**src/rtl/alu_dispatch.sv**
```systemverilog
// ALU dispatcher: accepts one decoded instruction class/funct request, issues
// the matching ALU opcode for one cycle and, for branches, resolves the branch
// from the ALU zero flag in the following cycle.
module alu_dispatch #(
  parameter int CNT_W = 16
) (
  input  logic             clk,
  input  logic             rst_n,
  input  logic             in_valid,
  output logic             in_ready,
  input  logic [1:0]       aluop,
  input  logic [2:0]       funct3,
  input  logic             funct7_5,
  input  logic             alu_zero,
  input  logic             alu_neg,
  output logic [2:0]       opc,
  output logic             op_valid,
  output logic             branch_valid,
  output logic             branch_taken,
  output logic             illegal,
  output logic [CNT_W-1:0] op_count
);

  typedef enum logic [1:0] {
    IDLE    = 2'd0,
    ISSUE   = 2'd1,
    RESOLVE = 2'd2
  } state_t;

  localparam logic [2:0] OPC_ADD = 3'b000;
  localparam logic [2:0] OPC_SUB = 3'b001;
  localparam logic [2:0] OPC_AND = 3'b010;
  localparam logic [2:0] OPC_OR  = 3'b011;
  localparam logic [2:0] OPC_XOR = 3'b100;
  localparam logic [2:0] OPC_SLT = 3'b101;

  localparam logic [1:0] CLS_LDST   = 2'b00;
  localparam logic [1:0] CLS_BRANCH = 2'b01;
  localparam logic [1:0] CLS_RTYPE  = 2'b10;

  state_t             state_q, state_d;
  logic [2:0]         opc_q, opc_d;
  logic [1:0]         aluop_q, aluop_d;
  logic [2:0]         funct3_q, funct3_d;
  logic               op_valid_q, op_valid_d;
  logic               branch_valid_q, branch_valid_d;
  logic               branch_taken_q, branch_taken_d;
  logic               illegal_q, illegal_d;
  logic [CNT_W-1:0]   op_count_q, op_count_d;
  logic [3:0]         dec;

  // The N flag is observed by the ALU interface but no dispatch decision uses it.
  logic unused_alu_neg;
  assign unused_alu_neg = alu_neg;

  // Returns {illegal, opc} for one request.
  function automatic logic [3:0] decode(input logic [1:0] cls,
                                        input logic [2:0] f3,
                                        input logic       f7_5);
    logic [3:0] r;
    r = {1'b0, OPC_ADD};
    if (cls == CLS_LDST) begin
      r = {1'b0, OPC_ADD};
    end else if (cls == CLS_BRANCH) begin
      case (f3)
        3'b000, 3'b001: r = {1'b0, OPC_SUB};
        3'b100, 3'b101: r = {1'b0, OPC_SLT};
        default:        r = {1'b1, OPC_ADD};
      endcase
    end else begin
      case (f3)
        3'b000:  r = {1'b0, ((cls == CLS_RTYPE) && f7_5) ? OPC_SUB : OPC_ADD};
        3'b111:  r = {1'b0, OPC_AND};
        3'b110:  r = {1'b0, OPC_OR};
        3'b100:  r = {1'b0, OPC_XOR};
        3'b010:  r = {1'b0, OPC_SLT};
        default: r = {1'b1, OPC_ADD};
      endcase
    end
    return r;
  endfunction

  // BEQ/BGE take on a zero result, BNE/BLT on a non-zero result.
  function automatic logic resolve_taken(input logic [2:0] f3, input logic zero);
    logic t;
    case (f3)
      3'b000, 3'b101: t = zero;
      default:        t = ~zero;
    endcase
    return t;
  endfunction

  // Next-state, issue and resolve logic.
  always_comb begin
    state_d        = state_q;
    opc_d          = opc_q;
    aluop_d        = aluop_q;
    funct3_d       = funct3_q;
    op_valid_d     = 1'b0;
    branch_valid_d = 1'b0;
    branch_taken_d = 1'b0;
    illegal_d      = 1'b0;
    op_count_d     = op_count_q;
    dec            = decode(aluop, funct3, funct7_5);
    case (state_q)
      IDLE: begin
        if (in_valid) begin
          if (dec[3]) begin
            illegal_d = 1'b1;
          end else begin
            opc_d      = dec[2:0];
            aluop_d    = aluop;
            funct3_d   = funct3;
            op_valid_d = 1'b1;
            state_d    = ISSUE;
          end
        end
      end
      ISSUE: begin
        if (op_count_q != {CNT_W{1'b1}}) begin
          op_count_d = op_count_q + CNT_W'(1);
        end
        if (aluop_q == CLS_BRANCH) begin
          branch_valid_d = 1'b1;
          branch_taken_d = resolve_taken(funct3_q, alu_zero);
          state_d        = RESOLVE;
        end else begin
          state_d = IDLE;
        end
      end
      RESOLVE: state_d = IDLE;
      default: state_d = IDLE;
    endcase
  end

  // Control and output registers, cleared by the asynchronous reset.
  always_ff @(posedge clk or negedge rst_n) begin
    if (!rst_n) begin
      state_q        <= IDLE;
      opc_q          <= OPC_ADD;
      op_valid_q     <= 1'b0;
      branch_valid_q <= 1'b0;
      branch_taken_q <= 1'b0;
      illegal_q      <= 1'b0;
      op_count_q     <= '0;
    end else begin
      state_q        <= state_d;
      opc_q          <= opc_d;
      op_valid_q     <= op_valid_d;
      branch_valid_q <= branch_valid_d;
      branch_taken_q <= branch_taken_d;
      illegal_q      <= illegal_d;
      op_count_q     <= op_count_d;
    end
  end

  // Captured request fields; only meaningful while an operation is in flight.
  always_ff @(posedge clk) begin
    aluop_q  <= aluop_d;
    funct3_q <= funct3_d;
  end

  assign in_ready     = (state_q == IDLE);
  assign opc          = opc_q;
  assign op_valid     = op_valid_q;
  assign branch_valid = branch_valid_q;
  assign branch_taken = branch_taken_q;
  assign illegal      = illegal_q;
  assign op_count     = op_count_q;

endmodule

```
**config.mk**
```make
export PLATFORM = sky130hd
export DESIGN_NAME = alu_dispatch
export DESIGN_NICKNAME = d
export VERILOG_FILES = /design/src/rtl/alu_dispatch.sv
export SDC_FILE = /design/constraint.sdc
export NUM_CORES = 1
export LEC_CHECK = 0
export CORE_AREA = 10 10 65 72
export DETAILED_ROUTE_END_ITERATION = 10
export DIE_AREA = 0 0 75 82
export MAX_ROUTING_LAYER = met4
export PLACE_DENSITY = 0.83
export SLEW_MARGIN = 0
export SYNTH_ARGS = -nofsm -noshare
export SYNTH_HDL_FRONTEND = slang
export SYNTH_SLANG_ARGS = --single-unit
```
**constraint.sdc**
```tcl
create_clock -name clk -period 1.5 [get_ports clk]
set_input_delay 0.375 -clock clk [delete_from_list [all_inputs] [get_ports clk]]
set_output_delay 0.375 -clock clk [all_outputs]
set_load 0.01 [all_outputs]
```
==> flow_summary.toml <==
[cts]
cts_tree = "built"
clkSinkCount = 30
ctsRootBufferMaster = "clkbuf_4"
cts.path.max_buffers = 2
htree_levels = 2
cts_buffers = 5
clock_latency_ps = 330
cts.clk_slew.worst_paths_ps = 100

[synth]
syn_nets = 128
ys_seq_area_share_pct = 57.3
synthSimpleGateAreaFrac_pct = 23.0
synth_top_family_by_area = "simple AND/OR/NAND/NOR gates"
synth-xor-area-share_pct = 9.70
synth_compound_gate_area_share_pct = 6.01
synth-edff-count = 5
ys_types = 31
synthCells = 116
synthAdderAreaFrac_pct = 0.924
netlist_area_um2 = 1350
syn-mean-instance-area_um2 = 11.7
ys_seq_elements = 30
async_reset_ff_share_pct = 83.3
synth.area.mux_share_pct = 2.77
synth_warnings = 0
ys.flop_type = "dfrtp_1"

[timing]
slew-limit-headroom_pct = 78.2
fin_tns_setup_ps = -14.1
rsz0062_at_grt = "true"
fin_worst_skew_ps = 19.3
slew_viol_final = 0
fin_crit_ps = 1510
whs_ps = 404
finalSetupViolCount = 2
setup_slack_ps = -9.27
fmax_ghz = 0.663
fin_crit_sh_pct = 101
tightest_slew_ps = 327
hold_violations = 0

[final_layout]
antenna_cells = 0
final_util_pct = 65.5
drive_gt1_share_pct = 34.8
multi_input_area_um2 = 638
layoutNonFillerInstCount = 234
syn2layout_area_growth_pct = 58.5
fillCellCount = 261
design_area_um2 = 2150
nets = 209
regArea_um2 = 781

[placement]
hpwl_um = 2540
postPlaceCellArea_um2 = 1910
placed_cells = 207
post-place-ws_ps = -375
place.gp.congestion = 0.900
io_buffers = 33

[critical_path]
worst_path_dominant_cell_family = "simple AND/OR/NAND/NOR gates"
cp_cell_sequence = "buf_6 -> and4b_1 -> nand4_1 -> nor3_4 -> xor2_1"
crit_path_max_fanout = 4
critPathMaxStageDelay_ps = 390
cp.required_ps = 1740
critPathKind = "flop to flop"
critPathCaptureType = "flop"
cp.arrival_ps = 1750
critPathLaunchType = "flop"
cpMaxStageDelayCell = "dfrtp_1"
critPathBufInv = 1

[global_route]
grt_max_degree = 26
antenna_found_initial = 0
overflow = 0
grt_pass1_vias = 1242
use_met1_pct = 12.1
use_met3_pct = 5.19
grt_pass1_wl_um = 5690
met2_usage_pct = 22.1
track_usage_pct = 12.4
busiest_layer = "met2"

[power]
peakVddDrop_mv = 0.599
total_power_mw = 2.24
leakagePower_nw = 1.14
p_per_area_nw_per_um2 = 1040

[hold_path]
hold_path.class = "input pin to asynchronous set/reset pin"

[drt]
drt-total-wl_um = 3600
firstDrtPassIters = 4
antenna_left = 0
route.detailed.drc = 0
viasPerCell = 5.19
num_vias = 1215
drt_iter0_markers = 65
wl_per_cell_um = 15.4

[die]
fp-row-count = 22
io_pins = 35
die_y_um = 82
core_um2 = 3280
die-area_um2 = 6150
start_util_pct = 41.3
die-width_um = 75

[run]
drv_cap = 0

[run_status]
status = "complete, but fails checks"
violations = "negative setup slack"
cells in the final DEF, fill, tap and decap left out, drive strengths merged:
master / n
o21ai: 1
nor4: 1
nor3: 4
mux2: 3
nand3: 2
a21oi: 8
o21bai: 1
and3: 8
buf: 44
clkdlybuf4s50: 6
xor2: 11
nand4: 7
inv: 1
dlygate4sd2: 23
a31oi: 2
ha: 1
edfxtp: 5
xnor2: 4
nand2: 10
and2b: 1
o22ai: 2
nor2: 4
nand2b: 5
nor2b: 2
dlymetal6s2s: 1
clkinv: 2
and4b: 1
or2: 1
nor3b: 3
or3: 2
clkbuf: 6
and3b: 1
dfrtp: 25
state kept, by name (all words and copies together) (netlist names):
name and flops:
opc 3, branch_valid 1, branch_taken 1, state_q 2
illegal 1, aluop_q 2, funct3_q 3, op_valid 1
op_count 16
layout make-up:
type                    count  share of cell area, %
clock inverters             2                  0.408
clock buffers               6                   1.92
flip-flops and latches     30                   36.4
multi-input cells          85                   29.7
inverters                   1                  0.175
well taps                  36                   2.10
repair buffers             74                   29.3
worst paths after layout:
| path | from | to | slack, ps | depth (start not counted) |
|---|---|---|---|---|
| max reg2reg | op_count[5] | op_count[15] | -9 | 5 |
| min in group clk | aluop[0] | aluop_q[0] | 410 | 2 |
| max in group asynchronous | rst_n | op_count[0] | 810 | 2 |
| max | op_count[5] | op_count[15] | -9 | 5 |
| min reg2reg | aluop_q[1] | state_q[1] | 450 | 1 |
| min | rst_n | op_count[12] | 400 | 2 |
metal layers:
| layer | vias to the layer above | wire length (um) |
|---|---|---|
| li1 | 582 | - |
| met1 | 581 | 1380 |
| met2 | 41 | 1860 |
| met3 | 11 | 256 |
| met4 | 0 | 91 |
| met5 | - | 0 |
repair_timing:
action | in CTS | in global routing
buffers inserted | 8 | 11
setup endpoints to repair | 35 | 25
pin swaps | 4 | 10
hold buffers | 0 | 0
gates resized for setup | 40 | 10
power by group:
part	internal (mW)	leakage, nW	switching [mW]
Sequential	0.938	0.376	0.0803
Clock	0.176	0.0297	0.258
Combinational	0.448	0.738	0.339
cells in the mapped netlist (all sizes together), types with 2 or more instances:
library cell / instances / area [um^2]
and3: 8 / 50.1
nand2: 10 / 37.5
or3: 2 / 12.5
nor2: 4 / 15.0
a21oi: 8 / 43.8
nand3: 2 / 10.0
nand2b: 5 / 31.3
nor3: 4 / 31.3
xnor2: 4 / 35.0
dfrtp: 25 / 626
mux2: 3 / 37.5
xor2: 11 / 96.3
nor3b: 3 / 22.5
nor2b: 2 / 12.5
edfxtp: 5 / 150
nand4: 7 / 50.1
o22ai: 2 / 12.5
a31oi: 2 / 12.5
cell families (layout without fill, tap and decap cells):
group | count (synthesis) | after routing
AND/OR/NAND/NOR | 52 | 52
AO/OA/AOI/OAI | 14 | 14
buffers and inverters | 1 | 83
flip-flops | 30 | 30
multiplexers | 3 | 3
XOR/XNOR | 15 | 15
adder cells (fa/ha/maj) | 1 | 1
No activity file was read; power rests on OpenSTA's default activity.
==> RTL edit 1, RTL diff (same settings) <==
Encoding of `state_t`: now one-hot (3 bits for 3 states).
--- a/src/rtl/alu_dispatch.sv
+++ b/src/rtl/alu_dispatch.sv
@@ -21,10 +21,10 @@
   output logic [CNT_W-1:0] op_count
 );
 
-  typedef enum logic [1:0] {
-    IDLE    = 2'd0,
-    ISSUE   = 2'd1,
-    RESOLVE = 2'd2
+  typedef enum logic [2:0] {
+    IDLE    = 3'b001,
+    ISSUE   = 3'b010,
+    RESOLVE = 3'b100
   } state_t;
 
   localparam logic [2:0] OPC_ADD = 3'b000;
Formal check against the unedited RTL: same outputs for any inputs over 10 cycles, from zero or initial values and one cycle with rst_n low; not proved beyond that.
==> RTL edit 1 against the original RTL <==
The flow still finishes with violations (negative setup slack); synthesized cell count rose by 0.86%; wire length rose by 27%; count of clock-buffer cells in the layout fell by 1; synthesized area rose by 2.5%; sequential cell count rose by 1; total power rose by 2.2%; final area rose by 12%; via count rose by 12%; hold slack got worse by 24 ps; setup slack got worse by 290 ps.
==> RTL edit 1: results (changes against the original RTL) <==
Status
  – Status: finished, violations left
  – Failing checks: negative setup slack

Pwr
  – Leakage power: 1.16 nW (+1.2%)
  – Pwr dens: 953 nW/um^2 (-8.6%)

Worst setup path
  – R2R Setup Slk: -290 ps (-290 ps)
  – Crit path launch: state_q[2]$_DFFE_PN0P_
  – Worst reg-to-reg path cell count: 4 (-1)
  – Worst Path Arrival: 2030 ps (+280 ps)
  – Slowest stage delay, CP: 430 ps (+40 ps)
  – Critical-path top delay cell: or3b_4

Synthesis
  – Mux cell area share after synthesis: 4.06% (+1.3 points)
  – Syn_nets: 129 (+0.78%)
  – Sequential area share after synthesis: 57.8% (+0.50 points)
  – Synth Area in Compound Gates: 7.03% (+1.0 points)
  – Xor/xnor share of the synthesized area: 6.94% (-2.8 points)
  – Async set-reset flop share out of synthesis: 83.9% (+0.54 points)
  – Largest cells by area after synthesis: dfrtp_1 45%, edfxtp_1 11%, xor2_1 6.3%
  – Adder-Cell Fraction of Synth Area: 0.902% (-0.023 points)
  – Synth top cells by count: 25 x dfrtp_1, 10 x xor2_1, 7 x nand2_1, 7 x nand3_1, 7 x nor2_1

Layout
  – # fillers: 224 (-14%)
  – Area of the multi-input gates: 778 um^2 (+22%)
  – Fraction of area in non-clock buffers: 28.8% (-0.49 points)
  – Nets: 220 (+5.3%)
  – Nonclk inv count: 2 (+1)
  – Signal buffers: 85 (+15%)
  – FF+latch count: 31 (+3.3%)
  – #MultiIn Comb: 83 (-2.4%)
  – Register area: 802 um^2 (+2.7%)
  – Share of layout cells above drive strength 1: 48.3% (+13 points)

Global route
  – Largest net degree at the start of global routing: 27 (+3.8%)
  – Vias in the first global route: 1476 (+19%)
  – First-pass GRT wire length: 6.76 mm (+19%)

Detailed routing
  – Drt first-iter violations: 97 (+49%)
  – WL/cell: 18.6 um (+21%)
  – Vias: 1363 (+12%)

STA
  – Setup ws final: -295 ps (-286 ps)
  – Clock skew: 7.62 ps (-11.7 ps)
  – Setup TNS: -3220 ps (-3210 ps)
  – Worst Max-Slew Pin Slew: 344 ps (+17.4 ps)
  – Finish-stage setup viols: 19 (+17)

Placement
  – Cell Area, Placed: 2130 um^2 (+11%)
==> RTL edit 1: cell types whose count changed after synthesis, moves of 4 or more <==
cell / change
o21ai_0: +4
a21oi_1: -6
and3_1: -7
nand3_1: +5
==> RTL edit 1: cell families after synthesis <==
logic type,after synthesis
xor+xnor,11
mux,5
buf+inv,3
compound gates,14
flops,31
fa+ha+maj,1
simple gates,52
==> RTL edit 1: per-layer routing <==
| layer | GRT usage, % | share of wire [%] | up-vias |
|---|---|---|---|
| li1 | - | - | 618 |
| met5 | - | 0 | - |
| met3 | 4.10 | 4.9 | 16 |
| met1 | 14.2 | 37 | 674 |
| met2 | 27.4 | 55 | 55 |
| met4 | 7.01 | 2.9 | 0 |
==> RTL edit 1: report_power, final <==
part	switching (mW)	leakage (nW)	total (mW)	internal (mW)
clock network	0.303	0.0426	0.646	0.342
registers	0.0554	0.396	0.997	0.942
logic	0.321	0.719	0.644	0.324
total	0.679	1.16	2.29	1.61
==> RTL edit 2, RTL diff (config.mk and constraints unchanged) <==
Made on the original files. Change the parameter `CNT_W` from 16 to 18.
--- a/src/rtl/alu_dispatch.sv
+++ b/src/rtl/alu_dispatch.sv
@@ -2,7 +2,7 @@
 // the matching ALU opcode for one cycle and, for branches, resolves the branch
 // from the ALU zero flag in the following cycle.
 module alu_dispatch #(
-  parameter int CNT_W = 16
+  parameter int CNT_W = 18
 ) (
   input  logic             clk,
   input  logic             rst_n,
Ports: changed (resized op_count); port bits go from 35 to 37. The function was not compared with the original's and may differ.
==> RTL edit 2 against the original RTL <==
The flow still finishes with violations (negative setup slack); hold slack got worse by 52 ps; sequential share of layout area decreased by 2.7 points; total power increased by 18%; die area did not move; setup slack got worse by 36 ps; synthesized area grew 12%; wire length increased by 16%; cell count increased by 7.7%; final area is 16% higher; sequential cell count is 2 higher; critical path type unchanged.
==> RTL edit 2: results (changes against the original RTL) <==
Placement
  – Detailed Place HPWL: 2.82 mm (+11%)
  – I/O Buffers: 35 (+6.1%)
  – Placed Cells incl. Taps: 222 (+7.2%)

Synthesis
  – Synth top cells by count: 27 x dfrtp_1, 9 x xor2_1, 6 x a21oi_1, 6 x nand2_1, 6 x nand2b_1
  – Cells after Synth: 124 (+6.9%)
  – Sequential area share after synthesis: 54.5% (-2.8 points)
  – Syn_nets: 136 (+6.3%)
  – Mux cell area share after synthesis: 2.98% (+0.20 points)
  – FF+latch count, synth: 32 (+6.7%)
  – Largest cells by area after synthesis: dfrtp_1 45%, edfxtp_1 9.9%, xor2_1 5.2%

Detailed routing
  – Vias per Instance: 5.38 (+3.6%)
  – Drt first-iter violations: 102 (+57%)
  – Final WL: 4.16 mm (+16%)

Layout
  – # fillers: 223 (-15%)
  – Max reg flops: 18 (+2)
  – #MultiIn Comb: 90 (+5.9%)
  – Signal buffers: 85 (+15%)
  – Fraction of area in registers: 33.7% (-2.7 points)

Worst setup path
  – Worst reg-to-reg path cell count: 6 (+1)

Status
  – Failing checks: negative setup slack
  – Status: finished, violations left

STA
  – Setup ws final: -45.3 ps (-36.0 ps)
  – Setup TNS: -198 ps (-184 ps)
  – Finish-stage setup viols: 7 (+5)

Pwr
  – Leakage power: 1.25 nW (+9.3%)
  – Peak supply drop: 0.730 mV (+22%)
  – P_clk: 642 uW (+48%)
  – Clock power frac: 24.4% (+5.0 points)

Global route
  – First-pass GRT wire length: 6.39 mm (+12%)
  – Met2 usage in global routing: 24.0% (+2.0 points)
  – Met3 GRT Util: 5.07% (-0.12 points)
  – GR Util met1: 14.3% (+2.2 points)

Clock tree
  – Clk_lat worst skew: 350 ps (+20 ps)
RTL edit 2: cell types whose count changed in the layout (fill, tap and decap cells not counted), sizes merged, moves of 3 or more:
cell	delta
buf	+9
and3	-4
nand2	-4
a211oi	+3
RTL edit 2: worst min path at each step:
| stage | from | endpoint | slack, ps | cells after the start |
|---|---|---|---|---|
| after floorplan | rst_n | branch_taken$_DFF_PN0_ | 80 | 0 |
| after global placement | aluop_q[1]$_DFFE_PP_ | state_q[1]$_DFFE_PN0P_ | 420 | 1 |
| after detailed placement | aluop_q[1]$_DFFE_PP_ | state_q[1]$_DFFE_PN0P_ | 430 | 1 |
| after CTS | rst_n | op_count[13]$_DFFE_PN0P_ | 370 | 2 |
| after global routing | rst_n | op_count[10]$_DFFE_PN0P_ | 370 | 2 |
| final | aluop[0] | aluop_q[0]$_DFFE_PP_ | 350 | 2 |
RTL edit 2: layer usage:
metal  wire length (um)  vias up
met2               2210       43
met3                251        6
met1               1640      660
met4                 61        0
li1                   -      647
met5                  0        -
